===== src/rtl/seq_run_ctrl.sv =====
// Sequence run controller: steps a 3-bit code through 0,1,3,7,6,4 (or the reverse),
// counting loops, with pause, abort and a one-cycle completion pulse.
module seq_run_ctrl (
    input  logic       clk,
    input  logic       rst,
    input  logic       start,
    input  logic       stop,
    input  logic       pause,
    input  logic       dir,
    input  logic [3:0] loops,
    output logic [2:0] out,
    output logic       busy,
    output logic       done,
    output logic [3:0] loop_cnt,
    output logic [1:0] state_dbg
);

    typedef enum logic [1:0] {
        IDLE  = 2'd0,
        RUN   = 2'd1,
        PAUSE = 2'd2,
        DONE  = 2'd3
    } state_t;

    state_t     state;
    logic       dir_q;
    logic [3:0] loops_q;

    logic       code_ok;
    logic [2:0] next_code;
    logic       at_last;
    logic [3:0] loop_inc;
    logic       finish;

    assign state_dbg = state;

    // Handshake: start is a request sampled only while IDLE; there is no
    // acknowledge other than busy rising on the following cycle.
    always_comb begin
        code_ok   = 1'b0;
        next_code = 3'd0;
        case (out)
            3'd0, 3'd1, 3'd3, 3'd7, 3'd6, 3'd4: code_ok = 1'b1;
            default:                            code_ok = 1'b0;
        endcase
        if (!dir_q) begin
            case (out)
                3'd0:    next_code = 3'd1;
                3'd1:    next_code = 3'd3;
                3'd3:    next_code = 3'd7;
                3'd7:    next_code = 3'd6;
                3'd6:    next_code = 3'd4;
                default: next_code = 3'd0;
            endcase
        end else begin
            case (out)
                3'd0:    next_code = 3'd4;
                3'd4:    next_code = 3'd6;
                3'd6:    next_code = 3'd7;
                3'd7:    next_code = 3'd3;
                3'd3:    next_code = 3'd1;
                default: next_code = 3'd0;
            endcase
        end
        at_last  = (out == (dir_q ? 3'd1 : 3'd4));
        loop_inc = loop_cnt + 4'd1;
        // Completing the final programmed loop wins over a simultaneous pause.
        finish   = at_last && (loops_q != 4'd0) && (loop_inc == loops_q);
    end

    always_ff @(posedge clk) begin
        if (rst) begin
            state    <= IDLE;
            out      <= 3'd0;
            busy     <= 1'b0;
            done     <= 1'b0;
            loop_cnt <= 4'd0;
            dir_q    <= 1'b0;
            loops_q  <= 4'd0;
        end else if (stop || !code_ok) begin
            state <= IDLE;
            out   <= 3'd0;
            busy  <= 1'b0;
            done  <= 1'b0;
        end else begin
            case (state)
                IDLE: begin
                    done <= 1'b0;
                    if (start) begin
                        state    <= RUN;
                        busy     <= 1'b1;
                        out      <= 3'd0;
                        loop_cnt <= 4'd0;
                        dir_q    <= dir;
                        loops_q  <= loops;
                    end
                end
                RUN: begin
                    if (finish) begin
                        state    <= DONE;
                        out      <= 3'd0;
                        loop_cnt <= loop_inc;
                        done     <= 1'b1;
                        busy     <= 1'b0;
                    end else if (pause) begin
                        state <= PAUSE;
                    end else begin
                        out <= next_code;
                        if (at_last) loop_cnt <= loop_inc;
                    end
                end
                PAUSE: begin
                    if (!pause) state <= RUN;
                end
                DONE: begin
                    state <= IDLE;
                    done  <= 1'b0;
                end
                default: begin
                    state <= IDLE;
                    out   <= 3'd0;
                    busy  <= 1'b0;
                    done  <= 1'b0;
                end
            endcase
        end
    end

endmodule


===== config.mk =====
export PLATFORM = sky130hd
export DESIGN_NAME = seq_run_ctrl
export DESIGN_NICKNAME = d
export VERILOG_FILES = /design/src/rtl/seq_run_ctrl.sv
export SDC_FILE = /design/constraint.sdc
export NUM_CORES = 1
export LEC_CHECK = 0
export CAP_MARGIN = 20
export CORE_AREA = 3 3 51 53
export CTS_CLUSTER_DIAMETER = 60
export DETAILED_ROUTE_END_ITERATION = 7
export DIE_AREA = 0 0 54 56
export PLACE_DENSITY_LB_ADDON = 0.05
export SYNTH_ARGS = -nofsm -noshare
export SYNTH_HDL_FRONTEND = slang
export SYNTH_SLANG_ARGS = --single-unit

===== constraint.sdc =====
create_clock -name clk -period 2.3 [get_ports clk]
set_input_delay 0.575 -clock clk [delete_from_list [all_inputs] [get_ports clk]]
set_output_delay 0.575 -clock clk [all_outputs]
set_load 0.02 [all_outputs]

Word-level counts from Yosys, hierarchy flattened --
Index checks and enable logic that the tools add are counted.
Storage, ports and cells: bits of input ports 10, register bits after elaboration 16, logic and storage cells 67, output and inout port bits 11
Cells by class: bitwise operators 1, equal/unequal tests 16, $add $sub $neg 1, reduce and logical (&&, ||, !) cells 18, muxes and demuxes 24
Operator list (number):
- 3-bit case mux with 5 select lines | 2
- 4-bit two-way mux | 4
- 3-bit two-way mux | 5
- 3-bit AND reduction | 4
- 3-bit == test (second input constant) | 3
- 3-bit inequality test (second input constant) | 3
- 2-bit two-way mux | 4
- 2-bit case mux with 4 select lines | 1
- 4-bit case mux with 2 select lines | 1
- 2-bit inequality test (second input constant) | 3
- 3-bit case mux with 2 select lines | 1
- 6-bit OR reduction | 1
- 5-bit AND reduction | 1
- 4-bit by 1-bit adder with 4-bit output (second input constant) | 1
- 2-bit == test (second input constant) | 2
- 4-bit == test | 1
- 1-bit two-way mux | 4
- 1-bit case mux with 2 select lines | 2
- 2-bit nonzero test | 2
- 4-bit nonzero test | 1
- 2-bit OR reduction | 2
- 3-bit by 1-bit == test with 1-bit output (second input constant) | 1
- 3-bit by 2-bit == test with 1-bit output (second input constant) | 1
- 3-bit == test | 1
- 8 further kinds | 9

Depth between registers and ports, before layout --
word-level depth 7, mapped depth 8, gate-level depth less buffers 7

Worst setup path after synthesis --
Ideal clock, no wire load.
path type register -> register, from register state[0] (netlist: state_dbg[0]), to register loop_cnt[3], clock period less this slack 2.229 ns, arrival time 2.110 ns, buffers on the path 1, data required time 2.180 ns, library setup time 0.120 ns, slack 0.071 ns, stages on the path, launching flop included 8, path through dfxtp_1 -> inv_1 -> ha_1 -> mux2i_1 -> or4_1 -> buf_2 -> a32o_1 -> a211o_1
Between the ends: cells in the longest elaborated chain, start to end 3, elaborated cells on any way between the ends 8, classes of those cells eq/ne: 4; mux: 1; reduce/logical: 3
RTL lines:
- start: declaration | line 25 | state_t state;
- start signal: assignment | line 73 | state <= IDLE;
- start signal: assignment | line 81 | state <= IDLE;
- start signal: assignment | line 90 | state <= RUN;
- 2-bit by 1-bit == test with 1-bit output or 2-bit zero test (tied branches) | line 86 | case (state)
- 3-bit inequality test (no line) (tied with other cells)
- 5-bit AND reduction (no line)
- end signal: assignment | line 102 | loop_cnt <= loop_inc;
- end signal: assignment | line 109 | if (at_last) loop_cnt <= loop_inc;
- end: declaration | line 14 | output logic [3:0] loop_cnt,
Parallel ways exist; a longest one is shown, timed or not. A chain may end at the register's enable or synchronous reset.

Worst setup path in the final report --
from register state[1] (netlist: state_dbg[1]), to register loop_cnt[2]
The elaborated chain is that of the path after synthesis.

==> out/summary.txt <==
Avg Cell Area, Syn: 8.48 sq um
Pre-antenna DRT Iters: 4
EDFF count, synth: 0
synthesized cell area: 1090 sq um
Routed WL: 2420 microns
CTS tree: done
worst setup path startpoint: state_dbg[1]$_SDFFE_PP0P_
die height: 56 microns
Synthesized Nets: 143
synth warn: 0
R2R Setup Slk: 0.15 ns
final hold vios: 0
crit-path max FO: 7
clock buffer count from CTS: 3
min-delay src: done$_SDFFE_PP0P_
worst-margin pin slew: 0.425 ns
sequential share of the synthesized area: 29.5%
Floorplan Core Area: 2190 sq um
die area: 3020 sq um
# setup viols final: 0
Starting Density: 49.6%
DR WL/cell: 12.9 microns
hold slack: 0.483 ns
synth unique cells: 47
num rows: 17
Post-synth ARST share: 0%
DIE WIDTH: 54 microns
#FFs+latches synth: 16
vias after detailed routing: 1,032
ANT cells: 0
setup repair after global routing missed its margin: false
kind of critical path: reg -> reg
Mapped Cells: 128
H-tree levels: 1
worst endpoint data arrival time: 2.35 ns
power per cell area: 426 nW/um^2
Critical Path RT: 2.50 ns
first-pass GRT wire length: 4200 microns
routability cong.: 0.813
vias in the first global route: 1,003
RR Startpoint: state_dbg[1]$_SDFFE_PP0P_
VDD IR max: 0.256 mV
hold crit path type: reg -> reg
Overflow after GRT: 0
Maximum Capacitance Violations: 0
Clock Skew: 0.00974 ns
Worst-path clk slew: 0.11 ns
Vias/cell: 5.52
commonest non-fill, non-tap cell in the layout: clkdlybuf4s50_1
largest net degree at the start of global routing: 14
Slew Viols, Final: 0
Pwr Total: 0.604 mW
Remaining DRCs: 0
leakage: 0.551 nW
Clock Sinks: 16
Final HPWL DP: 1900 microns
minimum clock period: 2.15 ns
fin util: 64.7%
status: finished clean
Clock Latency Late Sink: 0.28 ns
Period Utilization, post-route: 93.6%
CP Capture Type: flip-flop
Layout Nets: 175
fraction of layout cells with a size suffix above 1: 16.4%
Fillers: 192
All-Layer GR Usage: 17.9%
Slew headroom: 71.6%
hold buffers post-CTS: 0
clock root buffer: clkbuf_4
CP startpoint kind: flip-flop
Top Ports: 21
Final ANT Viol Nets: 0
DRT iter0 DRCs: 10
fmax: 0.465 GHz
# port buffers: 20
Main synth FF type: dfxtp_1
most frequent cells in the layout: clkdlybuf4s50_1 (20), dfxtp_1 (15), nand2_1 (13), buf_4 (13), nor2_1 (12)
area delta synth->final: 30.5%
worst-case clock buffer depth: 2
initial antenna violation count: 0
## cell families (layout without fill, tap and decap cells)
family | count (synthesis) | after routing | synth area share [%]
buffers and inverters | 10 | 41 | 4.95
multiplexers | 7 | 7 | 6.45
XOR/XNOR | 6 | 6 | 4.84
adder cells (fa/ha/maj) | 5 | 5 | 5.76
flip-flops | 16 | 16 | 29.5
AO/OA/AOI/OAI | 28 | 28 | 19.7
AND/OR/NAND/NOR | 56 | 56 | 28.8
## state kept, by name (all words and copies together), names as in the netlist
| register | count |
|---|---|
| dir_q | 1 |
| done | 1 |
| loop_cnt | 4 |
| busy | 1 |
| state_dbg | 2 |
| loops_q | 4 |
| out | 3 |
## routing by layer
metal  global-route usage, %  vias up  routed length (microns)
met5                       0        -                        0
met1                    22.6      465                     1140
met3                    2.41        4                      103
met4                    6.76        0                       33
met2                    29.8       32                     1140
li1                        -      531                        -
## cells in the mapped netlist, types with 2 or more instances
cell type   n  area, sq um
clkbuf_1    3         11.3
mux2i_1     7         70.1
nand2b_1    3         18.8
nand2_1    13         48.8
nor3_1      2         10.0
and2_1      2         12.5
nand3_1     4         20.0
ha_1        5         62.6
o21ai_0     5         25.0
nor2_1     12         45.0
a22o_1      2         17.5
nor4_1      5         31.3
xor2_1      2         17.5
xnor2_1     4         35.0
nor2b_1     2         12.5
buf_6       2         22.5
inv_1       4         15.0
dfxtp_1    16          320
o311ai_1    3         26.3
a21oi_1     5         25.0
## stage by stage
stage	cell area, sq um	setup slack, ns	cells	setup TNS [ns]
6_report	1420	0.148	187	0
5_1_grt	1420	0.0479	187	0
4_1_cts	1420	0.0959	187	0
3_5_place_dp	1380	-0.143	183	-0.239
3_3_place_gp	1380	-0.0302	183	-0.0458
2_1_floorplan	1090	0.0706	128	0
## worst paths after layout
check | to | depth (start not counted)
hold reg to reg | done$_SDFFE_PP0P_ | 2
setup reg to reg | loop_cnt[2]$_SDFFE_PP0P_ | 8
setup / recovery | loop_cnt[2]$_SDFFE_PP0P_ | 8
hold / removal | done$_SDFFE_PP0P_ | 2
## layout make-up
cell class	count	area (sq um)	share of cell area (%)
Clock buffer	4	36.3	2.56
Multi-Input combinational cell	102	712	50.2
Inverter	4	15.0	1.06
Tap cell	28	35.0	2.47
Timing Repair Buffer	33	298	21.0
Sequential cell	16	322	22.7
## worst max-delay path, cell delays in order, from the launching register on
cell and delay, ns:
dfxtp_1 0.39, inv_1 0.10, ha_1 0.24, mux2i_1 0.16, or4_1 0.55, buf_4 0.18
nor4_1 0.23, o21ai_0 0.12, o311ai_1 0.10
## power breakdown
group          internal [mW]  switching (mW)
sequential             0.285         0.00826
clock                 0.0961          0.0918
combinational         0.0626          0.0600
## what timing repair did
| item | CTS | global route |
|---|---|---|
| endpoints found under the hold margin | 0 | 0 |
| setup endpoints to repair | 0 | 2 |
| buffers inserted | 0 | 0 |
| gates resized for setup | 0 | 1 |
(Power assumes the default switching activity.)
